===== config.mk =====
export PLATFORM = sky130hd
export DESIGN_NAME = sparse_xor_sequencer
export DESIGN_NICKNAME = d
export VERILOG_FILES = /design/src/rtl/sparse_xor_sequencer.sv
export SDC_FILE = /design/constraint.sdc
export NUM_CORES = 1
export LEC_CHECK = 0
export CAP_MARGIN = 25
export CORE_MARGIN = 1.5
export CORE_UTILIZATION = 40
export CTS_CLUSTER_DIAMETER = 60
export DETAILED_ROUTE_END_ITERATION = 7
export GPL_TIMING_DRIVEN = 0
export SYNTH_ARGS = -nofsm -noshare
export SYNTH_HDL_FRONTEND = slang
export SYNTH_SLANG_ARGS = --single-unit
export TNS_END_PERCENT = 10

===== constraint.sdc =====
create_clock -name clk -period 2.3 [get_ports clk]
set_clock_uncertainty 0.1 [all_clocks]
set_input_delay 0.46 -clock clk [delete_from_list [all_inputs] [get_ports clk]]
set_output_delay 0.46 -clock clk [all_outputs]
set_load 0.005 [all_outputs]

===== src/rtl/sparse_xor_sequencer.sv =====
// Address/offset sequencer for sparse x dense cyclic multiply over GF(2)[x]/(x^(32*N_WORDS)-1).
// Optional build macro SPARSE_RANGE_CHECK_EN adds the sticky range_err flag and forces out-of-range pairs to dummy.
module sparse_xor_sequencer #(
    parameter int WORD_WIDTH = 32,
    parameter int N_WORDS    = 8,
    parameter int AW         = $clog2(N_WORDS),
    parameter int IDX_W      = 10
) (
    input  logic             clk,
    input  logic             rst,
    input  logic             start,
    output logic             busy,
    output logic             done,
    input  logic             pair_valid,
    output logic             pair_ready,
    input  logic [IDX_W-1:0] pos_hi,
    input  logic [IDX_W-1:0] pos_lo,
    input  logic             pair_dummy,
    input  logic             pair_last,
    output logic [AW-1:0]    hi_l_addr,
    output logic [AW-1:0]    hi_r_addr,
    output logic [AW-1:0]    lo_l_addr,
    output logic [AW-1:0]    lo_r_addr,
    output logic [AW-1:0]    acc_rd_addr,
    output logic [4:0]       high_start,
    output logic [4:0]       low_start,
    output logic             acc_wr_en,
    output logic [AW-1:0]    acc_wr_addr,
    output logic             acc_wr_dummy
`ifdef SPARSE_RANGE_CHECK_EN
    ,
    output logic             range_err
`endif
);

    localparam int          OFS_W   = $clog2(WORD_WIDTH);
    localparam int unsigned NW      = N_WORDS;
    localparam int          M_ITERS = ((1 << (IDX_W - OFS_W)) / N_WORDS) + 1;
    localparam logic [AW-1:0] LAST_W = AW'(N_WORDS - 1);

    typedef enum logic [1:0] {
        IDLE  = 2'd0,
        FETCH = 2'd1,
        RUN   = 2'd2,
        DRAIN = 2'd3
    } state_t;

    state_t state, state_nxt;

    logic [4:0] hs_q, ls_q;
    logic       dummy_q, last_q;
    logic       accept;
    logic       pos_oor;

    function automatic logic [AW-1:0] wrap_inc(input logic [AW-1:0] v);
        return (v == LAST_W) ? '0 : v + 1'b1;
    endfunction

    // Right-word index for word 0: (-(q + nz)) mod N_WORDS, reduced by bounded subtraction.
    function automatic logic [AW-1:0] base_addr(input logic [IDX_W-1:0] p);
        int unsigned m;
        m = 32'(p >> OFS_W) + 32'(p[OFS_W-1:0] != '0);
        for (int k = 0; k < M_ITERS; k++) begin
            if (m >= NW) m = m - NW;
        end
        return (m == 0) ? '0 : AW'(NW - m);
    endfunction

    function automatic logic [4:0] offset(input logic [IDX_W-1:0] p);
        return 5'(-p[OFS_W-1:0]);
    endfunction

`ifdef SPARSE_RANGE_CHECK_EN
    assign pos_oor = (32'(pos_hi) >= 32'(32 * N_WORDS)) || (32'(pos_lo) >= 32'(32 * N_WORDS));
`else
    assign pos_oor = 1'b0;
`endif

    // Pair handshake: a pair transfers on any cycle where pair_valid && pair_ready are both high;
    // pair_ready is high only in FETCH and the pair fields are sampled on that same edge.
    assign accept = (state == FETCH) && pair_valid;

    always_ff @(posedge clk or posedge rst) begin
        if (rst) state <= IDLE;
        else     state <= state_nxt;
    end

    always_comb begin
        state_nxt  = state;
        pair_ready = 1'b0;
        busy       = 1'b1;
        case (state)
            IDLE: begin
                busy = 1'b0;
                if (start) state_nxt = FETCH;
            end
            FETCH: begin
                pair_ready = 1'b1;
                if (pair_valid) state_nxt = RUN;
            end
            RUN: begin
                if (acc_rd_addr == LAST_W) state_nxt = DRAIN;
            end
            DRAIN: begin
                state_nxt = last_q ? IDLE : FETCH;
            end
            default: state_nxt = IDLE;
        endcase
    end

    // Address counters advance on every RUN cycle except the last, so they hold outside RUN.
    always_ff @(posedge clk or posedge rst) begin
        if (rst) begin
            hi_r_addr    <= '0;
            hi_l_addr    <= '0;
            lo_r_addr    <= '0;
            lo_l_addr    <= '0;
            acc_rd_addr  <= '0;
            hs_q         <= '0;
            ls_q         <= '0;
            dummy_q      <= 1'b0;
            last_q       <= 1'b0;
            high_start   <= '0;
            low_start    <= '0;
            acc_wr_en    <= 1'b0;
            acc_wr_addr  <= '0;
            acc_wr_dummy <= 1'b0;
            done         <= 1'b0;
        end else begin
            acc_wr_en <= (state == RUN);
            done      <= (state == DRAIN) && last_q;
            if (accept) begin
                hi_r_addr   <= base_addr(pos_hi);
                hi_l_addr   <= wrap_inc(base_addr(pos_hi));
                lo_r_addr   <= base_addr(pos_lo);
                lo_l_addr   <= wrap_inc(base_addr(pos_lo));
                acc_rd_addr <= '0;
                hs_q        <= offset(pos_hi);
                ls_q        <= offset(pos_lo);
                dummy_q     <= pair_dummy | pos_oor;
                last_q      <= pair_last;
            end
            if (state == RUN) begin
                acc_wr_addr  <= acc_rd_addr;
                high_start   <= hs_q;
                low_start    <= ls_q;
                acc_wr_dummy <= dummy_q;
                if (acc_rd_addr != LAST_W) begin
                    hi_r_addr   <= wrap_inc(hi_r_addr);
                    hi_l_addr   <= wrap_inc(hi_l_addr);
                    lo_r_addr   <= wrap_inc(lo_r_addr);
                    lo_l_addr   <= wrap_inc(lo_l_addr);
                    acc_rd_addr <= acc_rd_addr + 1'b1;
                end
            end
        end
    end

`ifdef SPARSE_RANGE_CHECK_EN
    always_ff @(posedge clk or posedge rst) begin
        if (rst)                          range_err <= 1'b0;
        else if (state == IDLE && start)  range_err <= 1'b0;
        else if (accept && pos_oor)       range_err <= 1'b1;
    end
`endif

endmodule


## Word level (Yosys, flattened, before mapping)

Index checks and enable logic that the tools add are counted.

| cells by class | value |
|---|---|
| reductions and logical operators | 8 |
| equality and inequality tests | 14 |
| magnitude comparators | 10 |
| mux-type cells | 50 |
| add/sub/neg operators | 23 |

Operators with widths:

| operator | count |
|---|---|
| $mux W32 | 20 |
| $ge A32 B4 Y1 const B | 8 |
| $sub A32 B4 Y32 const B | 8 |
| $mux W3 | 23 |
| $logic_not A32 Y1 | 2 |
| $add A3 B1 Y3 const B | 7 |
| $eq A3 B3 Y1 const B | 7 |
| $sub A6 B4 Y7 const B | 2 |
| $add A5 B1 Y6 | 2 |
| $ge A6 B4 Y1 const B | 2 |
| $neg A5 Y5 | 2 |
| $reduce_bool A5 Y1 | 2 |
| $pmux W2 S4 | 1 |
| $mux W2 | 3 |
| $ne A2 B2 Y1 const B | 3 |
| $sub A1 B3 Y3 const A | 2 |
| $eq A2 B2 Y1 const B | 2 |
| $mux W1 | 3 |
| $ne A3 B3 Y1 const B | 1 |
| $reduce_and A3 Y1 | 1 |
| $eq A2 B1 Y1 const B | 1 |
| $logic_and A1 B1 Y1 | 2 |
| $logic_not A2 Y1 | 1 |

| storage, ports and cells | value |
|---|---|
| flip-flop bits (word level) | 45 |
| bits of input ports | 26 |

## Depth between registers and ports, before layout

| depth | value |
|---|---|
| depth after elaboration | 24 |
| depth in mapped cells | 44 |
| depth with buffers taken out | 43 |

## Worst setup path before layout

Ideal clock, no wire load.

| timing path | value |
|---|---|
| kind | input port to flip-flop |
| from | input port pos_hi[0] |
| to | register hi_l_addr[2] |
| buffers on the path | 4 |
| setup time | 0.140 ns |
| arrival | 7.292 ns |
| stages | 41 |
| setup slack | -5.232 ns |
| cells stage by stage | inv_1 ha_1 nor3b_1 ha_1 inv_1 ha_1 ha_1 nand3_1 xor2_1 ha_1 ha_1 a21boi_1 nor4b_1 nor2_1 inv_1 ha_1 clkbuf_1 and2_1 [5 not listed] o21ai_1 nand2_1 a2111oi_2 nand3_1 or3_1 nand2_1 ha_1 xnor2_1 xnor2_1 nor3_1 a2111oi_2 a2bb2oi_1 and2_1 ha_1 nand3b_1 a21oi_1 a21oi_1 o211ai_1 |

| on the way | value |
|---|---|
| cells in the longest elaborated chain, start to end | 24 |
| elaborated cells on any way between the ends | 31 |

RTL lines:

| what | RTL line | RTL |
|---|---|---|
| start: declaration | 16 | `input logic [IDX_W-1:0] pos_hi,` |
| $reduce_bool A5 Y1 * | 62 | `m = 32'(p >> OFS_W) + 32'(p[OFS_W-1:0] != '0);` |
| $add A5 B1 Y6 * | 62 |  |
| $sub A6 B4 Y7 or $ge A6 B4 Y1 (tied branches) | 64 | `if (m >= NW) m = m - NW;` |
| $mux W32 * | 64 |  |
| $mux W32 * | 132 | `if (accept) begin` |
| $sub A32 B4 Y32 or $ge A32 B4 Y1 (tied branches) | 64 |  |
| $mux W32 * | 64 |  |
| $mux W32 * | 132 |  |
| [8 not listed] | -- |  |
| $mux W32 * | 132 |  |
| $sub A1 B3 Y3 or $logic_not A32 Y1 (tied branches) | 66 | `return (m == 0) ? '0 : AW'(NW - m);` |
| $mux W3 * | 66 |  |
| $add A3 B1 Y3 or $eq A3 B3 Y1 (tied branches) | 56 | `return (v == LAST_W) ? '0 : v + 1'b1;` |
| $mux W3 * | 56 |  |
| $mux W3 * | 132 |  |
| $mux W3 | 148 | `if (acc_rd_addr != LAST_W) begin` |
| $mux W3 * | 143 | `if (state == RUN) begin` |
| end signal: assignment | 134 | `hi_l_addr <= wrap_inc(base_addr(pos_hi));` |
| end signal: assignment | 150 | `hi_l_addr <= wrap_inc(hi_l_addr);` |
| end: declaration | 20 | `output logic [AW-1:0] hi_l_addr,` |

Mark *: on every way between the ends. The rest lies on a longest branch, timed or not. The select of a mux whose other input is x is not followed.
A chain may end at the register's enable or synchronous reset.

## Final worst setup path

Same ends and word-level chain as after synthesis.

==> results.json <==
{
  "status": "finished with violations",
  "violations": "negative setup slack",
  "switching_power_w": 0.00321,
  "path_common_cell": "ha_4",
  "dp_hpwl_um": 10300,
  "min_period_over_period": 2.96,
  "synth_area_leaders": "dfrtp_1 23%, ha_1 14%, nand2_1 5.5%",
  "clkLatencyLatePin_ps": 280,
  "ys_seq_area_frac": 0.228,
  "synth-xor-area-share": 0.0665,
  "drv_cap": 0,
  "clkPwrFrac": 0.108,
  "multi_input_area_sq_mm": 0.00460,
  "synth_fa_ha_area_frac": 0.144,
  "path_clk_slew_ps": 60,
  "cp-end-kind": "flop",
  "max_freq_mhz": 147,
  "p_int_w": 0.00449,
  "die_h_um": 114,
  "grt-ovfl-total": 0,
  "clkSinkCount": 45,
  "fin_setup_tns_ps": -50460,
  "yosysMostFrequentCell": "nand2_1",
  "final_layout_size_suffix_gt1_frac": 0.366,
  "gp_congestion": 0.931,
  "seqCellArea_sq_mm": 0.00113,
  "cts_root_buf": "clkbuf_16",
  "synth_ff_type": "dfrtp_1",
  "n_antenna_cell": 0,
  "vias_per_cell": 5.58,
  "cts_tree": "done",
  "syn_inst": 596,
  "synth_top_family_by_area": "simple AND/OR/NAND/NOR gates",
  "syn2layout_area_growth_pct": 53.1,
  "cts_max_path_buffers": 2,
  "synth_warnings": 0,
  "pin_count": 59,
  "post-place-ws_ps": -6240,
  "slowest_delay_ps": 370,
  "dieArea_sq_mm": 0.0130,
  "swShare": 0.417,
  "synthSimpleGateAreaFrac": 0.236,
  "cp.arrival_ps": 6880,
  "remaining_drc_errors": 0,
  "hold_class": "in2async",
  "final_hold_viol_count": 0,
  "async_reset_ff_frac": 1.00,
  "firstDrtPassIters": 4,
  "n_fill_cell": 998,
  "synth_cell_type_count": 85,
  "critical_path_class": "in2reg",
  "track_usage": 0.231,
  "cts_buffers": 5,
  "crit_fanout": 5,
  "wl_per_cell_um": 16.5,
  "start_util": 0.410,
  "comb_power_share": 0.706,
  "power_frac_seq": 0.186,
  "peakVddDrop_mv": 0.642,
  "layout_min_cycle_time_ps": 6820,
  "num_vias": 5029,
  "grt_max_degree": 40,
  "grt_pass1_wl_um": 24700,
  "synthMuxAreaShare": 0.0539,
  "netlist_area_sq_mm": 0.00495,
  "p_per_area_mw_per_mm2": 1020,
  "fin_nets": 816,
  "critPathRequiredTime_ps": 2360,
  "worst_slew_pin_slew_ps": 729,
  "slew_violations": 0,
  "yosysTopAreaCell": "dfrtp_1",
  "place_area_sq_mm": 0.00621,
  "power.leakage_nw": 3.17,
  "drt-total-wl_um": 14900,
  "setup_ws_ps": -4520,
  "synth_compound_area_frac": 0.226,
  "netlist_top_cells_count": "73 x nand2_1, 57 x ha_1, 45 x dfrtp_1, 41 x nor2_1, 37 x inv_1",
  "hold_buffers": 0,
  "core_area_sq_mm": 0.0121,
  "syn_nets": 679,
  "ant_nets": 0,
  "avgSynthCellArea_sq_um": 8.30,
  "finalInstanceArea_sq_mm": 0.00758,
  "synth-seq-cells": 45,
  "rows": 40,
  "rsz0062_at_grt": "true",
  "drtIter0Drc": 325,
  "synth.top_cell.area_share": 0.228,
  "cts_max_level": 2,
  "crit_path_start_kind": "primary input",
  "setup_violations": 12,
  "synth_edf_count": 0,
  "max_slew_margin": 0.509,
  "numPortBuffers": 57,
  "grt_pass1_vias": 5135,
  "antenna_found_initial": 0,
  "die-width_um": 114,
  "slowest_stage": "or3_4"
}
## power groups by stage
stage | clock (W) | combinational, W | sequential (W)
after floorplan | 0 | 0.00310 | 0.00141
after global routing | 0.000883 | 0.00596 | 0.00148
final | 0.000831 | 0.00544 | 0.00143
after CTS | 0.000848 | 0.00512 | 0.00144
after global placement | 0 | 0.00433 | 0.00143
after detailed placement | 0 | 0.00442 | 0.00144
## sequential cells by signal (all words and copies together) (netlist names)
register,flops
low_start,5
lo_r_addr,3
state,2
acc_wr_dummy,1
hi_r_addr,3
acc_wr_addr,3
lo_l_addr,3
done,1
acc_wr_en,1
acc_rd_addr,3
ls_q,5
hs_q,5
last_q,1
high_start,5
hi_l_addr,3
dummy_q,1
## cells by family after synthesis
| group | Yosys count |
|---|---|
| compound gates | 155 |
| mux | 23 |
| fa+ha+maj | 57 |
| xor+xnor | 35 |
| flops | 45 |
| simple gates | 227 |
| buf+inv | 54 |
## metrics by stage
stage,instances,utilization,power (W),hold WS [ps]
2_1_floorplan,596,-,0.00451,340
3_3_place_gp,821,0.513,0.00576,355
3_5_place_dp,822,0.515,0.00587,364
4_1_cts,889,0.602,0.00741,300
5_1_grt,902,0.628,0.00833,304
6_report,902,0.628,0.00770,301
## final timing paths
path	startpoint	to	slack, ps	cells after the start
min in group clk	pos_lo[0]	ls_q[0]	350	3
min	rst	done	300	2
max	pos_hi[0]	hi_l_addr[2]	-4520	44
max in group asynchronous	rst	hs_q[0]	1350	3
min reg2reg	hs_q[1]	hs_q[1]	370	2
max reg2reg	state[1]	lo_r_addr[2]	-10	7
## worst max-delay path, delay by kind of cell
family | cells | cell delay (ps)
AO/OA/AOI/OAI | 9 | 1350
XOR/XNOR | 4 | 580
multiplexers | 1 | 260
AND/OR/NAND/NOR | 12 | 1730
buffers and inverters | 8 | 840
adder cells (fa/ha/maj) | 10 | 1640
## area by class of cell
cell class	instances	area share
well taps	168	0.0277
multi-input cells	497	0.608
inverters	38	0.0221
repair buffers	132	0.158
flip-flops and latches	45	0.149
clock buffers	7	0.0188
plain buffers	14	0.0132
clock inverters	1	0.00396
## layout by cell type, fill, tap and decap left out, types with 7 or more instances in the layout
cell type / synthesis / final
buf_4: 2 / 69
nand2_1: 73 / 61
clkdlybuf4s50_1: 0 / 47
dfrtp_1: 45 / 45
nor2_1: 41 / 38
inv_1: 37 / 27
a21oi_1: 33 / 27
ha_1: 57 / 27
o21ai_0: 28 / 22
ha_4: 0 / 21
mux2_2: 19 / 17
nand3_1: 22 / 16
xor2_1: 15 / 11
xnor2_1: 17 / 10
nand2_2: 1 / 9
o211ai_1: 9 / 9
ha_2: 0 / 9
nor3_1: 12 / 8
a21o_1: 8 / 8
clkbuf_1: 10 / 7
nand4_1: 7 / 7
## routing by layer
layer | wire length, um | global-route usage
met1 | 6780 | 0.302
met2 | 7140 | 0.401
met3 | 707 | 0.0376
met4 | 243 | 0.0533
met5 | 0 | 0
## repair_timing
item	in CTS	in global routing
buffers inserted	61	13
hold endpoints to repair	0	0
cloned	0	0
pin swaps	69	51
setup endpoints to repair	12	26
gates resized for setup	111	45
(Power assumes the default switching activity.)
